===== src/rtl/ifu_fetch_queue_if.sv =====
// rtl/ifu_fetch_queue_if.sv - imem request/response, redirect and decoder handshake bundle for ifu_fetch_queue
`timescale 1ns/1ps
interface ifu_fetch_queue_if #(
  parameter int INST_WIDTH = 32,
  parameter int ADDR_WIDTH = 32
);
  logic                  imem_req_vld;
  logic                  imem_req_rdy;
  logic [ADDR_WIDTH-1:0] imem_req_addr;
  logic                  imem_rsp_vld;
  logic [INST_WIDTH-1:0] imem_rsp_data;
  logic                  redirect_vld;
  logic [ADDR_WIDTH-1:0] redirect_pc;
  logic                  dec_stall;
  logic                  ifu_vld;
  logic [INST_WIDTH-1:0] ifu_inst;
  logic [ADDR_WIDTH-1:0] ifu_pc;

  modport master (
    output imem_req_vld, imem_req_addr, ifu_vld, ifu_inst, ifu_pc,
    input  imem_req_rdy, imem_rsp_vld, imem_rsp_data, redirect_vld, redirect_pc, dec_stall
  );

  modport slave (
    input  imem_req_vld, imem_req_addr, ifu_vld, ifu_inst, ifu_pc,
    output imem_req_rdy, imem_rsp_vld, imem_rsp_data, redirect_vld, redirect_pc, dec_stall
  );
endinterface


===== src/rtl/ifu_fetch_queue.sv =====
// rtl/ifu_fetch_queue.sv - sequential-PC fetch unit with credit-limited imem requests and redirect flush
// Optional same-cycle response bypass to the decoder when IFU_BYPASS_EN is defined.
`timescale 1ns/1ps
module ifu_fetch_queue #(
  parameter int              INST_WIDTH = 32,
  parameter int              ADDR_WIDTH = 32,
  parameter logic [ADDR_WIDTH-1:0] RESET_PC = '0,
  parameter int              FQ_DEPTH   = 4,
  parameter int              MAX_OUTST  = 4
) (
  input  logic clk,
  input  logic rst,
  ifu_fetch_queue_if.master bus
);
  localparam int FQ_AW = (FQ_DEPTH > 1) ? $clog2(FQ_DEPTH) : 1;
  localparam int CW    = $clog2(FQ_DEPTH) + 1;
  localparam int OAW   = (MAX_OUTST > 1) ? $clog2(MAX_OUTST) : 1;
  localparam int OCW   = $clog2(MAX_OUTST) + 1;
  localparam int SW    = ((CW > OCW) ? CW : OCW) + 1;

  logic [ADDR_WIDTH-1:0] pc;
  logic [INST_WIDTH-1:0] fq_inst [FQ_DEPTH];
  logic [ADDR_WIDTH-1:0] fq_pc   [FQ_DEPTH];
  logic [FQ_AW-1:0]      fq_rd, fq_wr;
  logic [CW-1:0]         fq_cnt;
  logic [ADDR_WIDTH-1:0] if_pc   [MAX_OUTST];
  logic [OAW-1:0]        if_rd, if_wr;
  logic [OCW-1:0]        outst, outst_next, drop_cnt;

  logic [SW-1:0] credit_sum;
  logic          accept, rsp_keep, bypass, push, pop;

  function automatic logic [OAW-1:0] if_inc(input logic [OAW-1:0] p);
    return (p == OAW'(MAX_OUTST - 1)) ? '0 : p + OAW'(1);
  endfunction

  // fq entries plus in-flight requests never exceed the fq size, so a response always has a slot
  assign credit_sum = SW'(fq_cnt) + SW'(outst);
  assign bus.imem_req_vld  = !rst && (credit_sum < SW'(FQ_DEPTH)) &&
                             (outst < OCW'(MAX_OUTST)) && !bus.redirect_vld;
  assign bus.imem_req_addr = pc;
  assign accept     = bus.imem_req_vld && bus.imem_req_rdy;
  assign outst_next = outst + OCW'(accept) - OCW'(bus.imem_rsp_vld);
  assign rsp_keep   = bus.imem_rsp_vld && (drop_cnt == '0) && !bus.redirect_vld;

`ifdef IFU_BYPASS_EN
  assign bypass = rsp_keep && (fq_cnt == '0) && !bus.dec_stall;
`else
  assign bypass = 1'b0;
`endif

  assign push = rsp_keep && !bypass;
  assign pop  = (fq_cnt != '0) && !bus.dec_stall && !bus.redirect_vld;

  assign bus.ifu_vld  = pop || bypass;
  assign bus.ifu_inst = bypass ? bus.imem_rsp_data : fq_inst[fq_rd];
  assign bus.ifu_pc   = bypass ? if_pc[if_rd]      : fq_pc[fq_rd];

  always_ff @(posedge clk or posedge rst) begin
    if (rst) begin
      pc       <= RESET_PC;
      fq_rd    <= '0;
      fq_wr    <= '0;
      fq_cnt   <= '0;
      if_rd    <= '0;
      if_wr    <= '0;
      outst    <= '0;
      drop_cnt <= '0;
      for (int i = 0; i < FQ_DEPTH; i++) begin
        fq_inst[i] <= '0;
        fq_pc[i]   <= '0;
      end
      for (int i = 0; i < MAX_OUTST; i++) begin
        if_pc[i] <= '0;
      end
    end else begin
      if (bus.redirect_vld) begin
        pc <= bus.redirect_pc;
      end else if (accept) begin
        pc <= pc + ADDR_WIDTH'(4);
      end

      if (accept) begin
        if_pc[if_wr] <= pc;
        if_wr        <= if_inc(if_wr);
      end
      if (bus.imem_rsp_vld) begin
        if_rd <= if_inc(if_rd);
      end
      outst <= outst_next;

      // every request still unanswered after a redirect belongs to the abandoned stream
      if (bus.redirect_vld) begin
        drop_cnt <= outst_next;
      end else if (bus.imem_rsp_vld && (drop_cnt != '0)) begin
        drop_cnt <= drop_cnt - OCW'(1);
      end

      if (bus.redirect_vld) begin
        fq_rd  <= '0;
        fq_wr  <= '0;
        fq_cnt <= '0;
      end else begin
        if (push) begin
          fq_inst[fq_wr] <= bus.imem_rsp_data;
          fq_pc[fq_wr]   <= if_pc[if_rd];
          fq_wr          <= fq_wr + FQ_AW'(1);
        end
        if (pop) begin
          fq_rd <= fq_rd + FQ_AW'(1);
        end
        fq_cnt <= fq_cnt + CW'(push) - CW'(pop);
      end
    end
  end
endmodule


===== src/flat_wrapper.sv =====
// flat-port wrapper written by rule: the top's interface ports become plain ports
module ifu_fetch_queue_flat 
#(
  parameter int              INST_WIDTH = 32,
  parameter int              ADDR_WIDTH = 32,
  parameter logic [ADDR_WIDTH-1:0] RESET_PC = '0,
  parameter int              FQ_DEPTH   = 4,
  parameter int              MAX_OUTST  = 4
)
  (clk, rst, bus_imem_req_vld, bus_imem_req_addr, bus_ifu_vld, bus_ifu_inst, bus_ifu_pc, bus_imem_req_rdy, bus_imem_rsp_vld, bus_imem_rsp_data, bus_redirect_vld, bus_redirect_pc, bus_dec_stall);
  ifu_fetch_queue_if #(.INST_WIDTH(INST_WIDTH), .ADDR_WIDTH(ADDR_WIDTH)) bus_i ();
  input  logic clk;
  input  logic rst;
  output wire logic [$bits(bus_i.imem_req_vld)-1:0] bus_imem_req_vld;
  output wire logic [$bits(bus_i.imem_req_addr)-1:0] bus_imem_req_addr;
  output wire logic [$bits(bus_i.ifu_vld)-1:0] bus_ifu_vld;
  output wire logic [$bits(bus_i.ifu_inst)-1:0] bus_ifu_inst;
  output wire logic [$bits(bus_i.ifu_pc)-1:0] bus_ifu_pc;
  input wire logic [$bits(bus_i.imem_req_rdy)-1:0] bus_imem_req_rdy;
  input wire logic [$bits(bus_i.imem_rsp_vld)-1:0] bus_imem_rsp_vld;
  input wire logic [$bits(bus_i.imem_rsp_data)-1:0] bus_imem_rsp_data;
  input wire logic [$bits(bus_i.redirect_vld)-1:0] bus_redirect_vld;
  input wire logic [$bits(bus_i.redirect_pc)-1:0] bus_redirect_pc;
  input wire logic [$bits(bus_i.dec_stall)-1:0] bus_dec_stall;
  assign bus_imem_req_vld = bus_i.imem_req_vld;
  assign bus_imem_req_addr = bus_i.imem_req_addr;
  assign bus_ifu_vld = bus_i.ifu_vld;
  assign bus_ifu_inst = bus_i.ifu_inst;
  assign bus_ifu_pc = bus_i.ifu_pc;
  assign bus_i.imem_req_rdy = bus_imem_req_rdy;
  assign bus_i.imem_rsp_vld = bus_imem_rsp_vld;
  assign bus_i.imem_rsp_data = bus_imem_rsp_data;
  assign bus_i.redirect_vld = bus_redirect_vld;
  assign bus_i.redirect_pc = bus_redirect_pc;
  assign bus_i.dec_stall = bus_dec_stall;
  ifu_fetch_queue #(.INST_WIDTH(INST_WIDTH), .ADDR_WIDTH(ADDR_WIDTH), .RESET_PC(RESET_PC), .FQ_DEPTH(FQ_DEPTH), .MAX_OUTST(MAX_OUTST)) u_core (.clk(clk), .rst(rst), .bus(bus_i));
endmodule

===== config.mk =====
export PLATFORM = sky130hd
export DESIGN_NAME = ifu_fetch_queue_flat
export DESIGN_NICKNAME = d
export VERILOG_FILES = /design/src/rtl/ifu_fetch_queue_if.sv /design/src/rtl/ifu_fetch_queue.sv /design/src/flat_wrapper.sv
export SDC_FILE = /design/constraint.sdc
export NUM_CORES = 1
export LEC_CHECK = 0
export CORE_MARGIN = 2
export CORE_UTILIZATION = 55
export CTS_BUF_LIST = sky130_fd_sc_hd__clkbuf_2 sky130_fd_sc_hd__clkbuf_4 sky130_fd_sc_hd__clkbuf_8
export DETAILED_ROUTE_END_ITERATION = 10
export PLACE_DENSITY_LB_ADDON = 0.05
export SETUP_SLACK_MARGIN = 0.4
export SLEW_MARGIN = 15
export SYNTH_ARGS = -nofsm -noshare
export SYNTH_HDL_FRONTEND = slang
export SYNTH_SLANG_ARGS = --single-unit
export TNS_END_PERCENT = 20

===== constraint.sdc =====
create_clock -name clk -period 16.2 [get_ports clk]
set_clock_uncertainty 0.15 [all_clocks]
set_input_delay 1.62 -clock clk [delete_from_list [all_inputs] [get_ports clk]]
set_output_delay 1.62 -clock clk [all_outputs]
set_load 0.05 [all_outputs]

# Word level (Yosys, flattened, before mapping)
# Cells that the tools add are included.
[op_classes]
n_mux = 27
add_sub_neg = 11
order_cmp = 8
reduce_logical = 22
bitwise = 5
n_eq_ne = 2
[ops]
columns = ["cell", "n"]
rows = [
  ["$bwmux 128", 3],
  ["$mux 32", 10],
  ["$bmux 32 s2", 3],
  ["$demux 32 s2", 2],
  ["$add 32x3->32 const B", 1],
  ["$ge 3x3->1 const B", 4],
  ["$mux 2", 6],
  ["$not 2->3", 4],
  ["$logic_and 1x1->1", 11],
  ["$mux 3", 3],
  ["$add 2x1->2 const B", 4],
  ["$reduce_bool 2->1", 4],
  ["$add 3x1->3", 2],
  ["$lt 3x1->1 const B", 2],
  ["$reduce_bool 3->1", 2],
  ["$sub 3x1->3", 2],
  ["$add 3x3->4", 1],
  ["$eq 2x2->1 const B", 2],
  ["$lt 4x3->1 const B", 1],
  ["$logic_not 1->1", 3],
  ["$logic_not 3->1", 1],
  ["$lt 3x3->1 const B", 1],
  ["$sub 3x1->3 const B", 1],
  ["$reduce_and 2->1", 1],
  ["$not 1->1", 1],
]
[totals]
word_cells = 95
output_inout_bits = 98
inputBits = 70
register_bits = 433

# Depth between registers and ports, before layout
[logic_depth]
ltp_word = 9
ltp_mapped = 11
mapped_depth_nobuf = 9

# Worst setup path after synthesis
# OpenSTA, ideal clock, no wires.
[synth_timing]
path_type = "input-to-output"
from = "in bus_redirect_vld"
to = "out bus_ifu_vld"
n_path_buf = 2
path_stages = 3
arrival_ns = 3.184
slack_ns = 11.246
cell_sequence = "clkbuf_1 buf_1 nor3_1"
[synth_via]
elab_chain_len = 2
[synth_lines]
columns = ["item", "line", "text"]
rows = [
  ["start, declared", "flat_wrapper.sv:22", "input wire logic [$bits(bus_i.redirect_vld)-1:0] bus_redirect_vld;"],
  ["$logic_not 1->1", "ifu_fetch_queue.sv:53", "assign pop = (fq_cnt != '0) && !bus.dec_stall && !bus.redirect_vld;"],
  ["$logic_and 1x1->1", "ifu_fetch_queue.sv:53", ""],
  ["end, declared", "flat_wrapper.sv:16", "output wire logic [$bits(bus_i.ifu_vld)-1:0] bus_ifu_vld;"],
]
# No other way between the ends.

# Final worst setup path
[layout_timing]
from = "reg u_core.fq_rd[0]"
to = "out bus_ifu_pc[12]"
[layout_via]
elab_chain_len = 4
[layout_lines]
columns = ["item", "line", "text"]
rows = [
  ["start, declared", "ifu_fetch_queue.sv:24", "logic [FQ_AW-1:0] fq_rd, fq_wr;"],
  ["start signal, assigned", "ifu_fetch_queue.sv:110", "fq_rd <= fq_rd + FQ_AW'(1);"],
  ["$not 2->3 (not written as such)", "ifu_fetch_queue.sv:57", "assign bus.ifu_pc = bypass ? if_pc[if_rd] : fq_pc[fq_rd];"],
  ["$bmux 32 s2", "ifu_fetch_queue.sv:57", ""],
  ["$mux 32 (not written as such) (2 in a row)", "ifu_fetch_queue.sv:57", ""],
  ["end, declared", "flat_wrapper.sv:18", "output wire logic [$bits(bus_i.ifu_pc)-1:0] bus_ifu_pc;"],
]
# No other way between the ends. The select of a mux whose other input is x is not followed.

==> results.toml <==
[status]
outcome = "finished, final reports clean"

[min_path]
worst_hold_path.num_cells = 1
hold_class = "reg -> reg"
min_to = "u_core.fq_inst[44]"
hp-start = "u_core.fq_inst[44]"

[clock_network]
clockBufferDepth = 3
cts_made_buffers = 73
clock_sinks = 433
cts_hold_buf = 0
clkTransAtPathRegs_ns = 0.06
cts_tree = "yes"
cts_max_level = 3
root_buffer = "clkbuf_8"
cts_setup_buffers = 0
clkLatencyLatePin_ns = 0.62
ctsResizeCount = 0

[logic_synthesis]
ys_ff_latch = 433
synthXorXnorAreaFrac_pct = 0.862
syn_area_sq_um = 19300
syn_inst = 1246
synthTopCellsByArea = "dfrtp_1 (56%), mux2_2 (23%), mux4_2 (11%)"
synth_compound_gate_area_share_pct = 1.84
synth_top_area_share_pct = 56.2
synth_flop_cell = "dfrtp_1"
synth_top_family_by_area = "multiplexers"
synth_fa_ha_area_share_pct = 1.37
async_reset_ff_share_pct = 100
ys_types = 43
synth_top_area_cell = "dfrtp_1"
synth_mux_area_share_pct = 34.0
synth-seq-area-share_pct = 56.2
synth_nets = 1336
avgSynthCellArea_sq_um = 15.5
synth_edf_count = 0
synth_warnings = 0
synthSimpleGateAreaFrac_pct = 3.45

[setup_path]
start_kind = "flip-flop"
cp-end-kind = "output pin"
cp_slowest_cell = "dfrtp_4"
path_max_fanout = 39
worstReg2RegStart = "u_core.fq_cnt[1]"
required_ns = 14.43
critPathBufInv = 2
cpPeakStageDelay_ns = 0.84
critPathKind = "reg -> out"
worstPathArrival_ns = 3.59
rr_worst_depth = 8
crit_family = "buffers and inverters"
worstPathCellList = "buf_4, mux4_2, clkdlybuf4s50_1"
r2r_setup_slack_ns = 12.17
timing.rr.end = "u_core.if_pc[78]"

[global_route]
grt_usage_pct = 23.7
grt_pass1_vias = 12024
grt_pass1_wl_um = 66600
grt-ovfl-total = 0
grt_max_degree = 145
antenna_found_initial = 0

[sta]
setup_violations = 0
grt_setup_unrepaired = "no"
finalMaxSlewViolations = 0
min_period_over_period_pct = 33.1
hold_slack_ns = 0.349
maxClockFrequency_mhz = 186
tightestPinTransition_ns = 1.08
min_period_ns = 5.36
slew_headroom_pct = 28.2
finalHoldViolations = 0
totalNegativeSetupSlack_ns = 0

[drt]
vias = 11370
ant_nets = 0
routed_via_density = 5.94
routed_wl_um = 41700
wl_per_cell_um = 21.8
first_pass_iters = 6
drc_errors = 0
drtIter0Drc = 582

[floorplan]
die_w_um = 191
rows = 68
fp.coreArea_sq_um = 34500
ios = 168
initial_utilization_pct = 55.9
dieArea_sq_um = 36600
die_h_um = 191

[power]
p_per_area_nw_per_um2 = 162
leakage_nw = 10.7
peakVddDrop_mv = 0.143

[layout]
final_cell_mix = "dfrtp_1 (430), mux2_2 (389), clkdlybuf4s50_1 (166)"
areaGrowthSynthToFinish_pct = 17.5
fin_nets = 1513
n_antenna_cell = 0
layout_commonest_cell = "dfrtp_1"
layout-drive-gt1-share_pct = 43.0
final_cell_area_sq_um = 22700

[placement]
place.gp.congestion = 0.814
hpwl_um = 25900
placedInstanceArea_sq_um = 21300
port_buffers = 167

[run]
drv_cap = 0
worst max-delay path by stage:
stage / from / end / slack (ns) / cells after the start
after floorplan: rst / u_core.bus.imem_req_addr[0] / 2.37 / 1
after global placement: rst / u_core.if_pc[46] / 10.80 / 8
after detailed placement: rst / u_core.if_pc[43] / 10.67 / 8
after CTS: u_core.fq_rd[0] / bus_ifu_pc[12] / 10.68 / 3
after global routing: u_core.fq_rd[0] / bus_ifu_pc[12] / 10.61 / 3
final: u_core.fq_rd[0] / bus_ifu_pc[12] / 10.84 / 3
worst reg2reg max path: cells and delay by family (launching register included):
family	cells	cell delay [ns]
adder cells (fa/ha/maj)	1	0.30
buffers and inverters	3	1.45
flip-flops	1	0.44
multiplexers	1	0.38
AND/OR/NAND/NOR	3	1.18
state kept, by name, indices dropped and copies added (netlist names):
register and count:
u_core.if_wr 2, u_core.drop_cnt 3, u_core.if_pc 128, u_core.outst 3, u_core.fq_wr 2, u_core.if_rd 2, u_core.fq_cnt 3, u_core.fq_rd 2
u_core.bus.imem_req_addr 32, u_core.fq_pc 128, u_core.fq_inst 128
cell usage after synthesis (all sizes together) (6+ instances only):
cell,count
clkbuf,27
ha,18
nand4,14
or4,6
mux2,389
mux4,96
nand3,20
o311ai,8
xor2,14
o211ai,7
inv,16
buf,56
nor2,17
a21oi,6
o21ai,24
nand2,50
dfrtp,433
per-layer routing:
| metal | vias up | track usage, % | routed length [um] |
|---|---|---|---|
| met5 | - | 0 | 0 |
| met1 | 6073 | 33.1 | 18800 |
| met4 | 0 | 8.17 | 852 |
| met2 | 263 | 38.0 | 20200 |
| li1 | 4978 | - | - |
| met3 | 56 | 4.13 | 1810 |
per-stage QoR:
stage               std cells  util (%)  setup WS (ns)  total power [W]
finish                   1915      65.7          10.84          0.00368
detailed placement       1803      61.8          10.67          0.00279
floorplan                1246         -           2.37          0.00240
CTS                      1915      65.7          10.68          0.00373
global placement         1803      61.8          10.80          0.00276
global route             1915      65.7          10.61          0.00387
logic make-up (layout without fill, tap and decap cells):
| kind of cell | after synthesis | after routing |
|---|---|---|
| DFF | 433 | 433 |
| muxes | 487 | 487 |
| buffers and inverters | 100 | 314 |
| xor gates and xnor gates | 19 | 19 |
| and+or+nand+nor | 131 | 131 |
| AOI/OAI and AO/OA | 56 | 56 |
| adders and majority gates | 20 | 20 |
final cells by class:
class,count,area [sq um]
Fill cell,2613,11900
Sequential cell,433,10800
Multi-Input combinational cell,713,8050
Timing Repair Buffer,185,1800
Clock buffer,101,1270
Tap cell,455,569
Clock inverter,11,75.1
Inverter,17,71.3
power breakdown:
| part | internal (W) | total [W] | switching (W) |
|---|---|---|---|
| Sequential | 0.00131 | 0.00149 | 0.000172 |
| Clock | 0.000502 | 0.000921 | 0.000419 |
| Combinational | 0.000587 | 0.00128 | 0.000689 |
| Total | 0.00240 | 0.00368 | 0.00128 |
(Power assumes the default switching activity.)
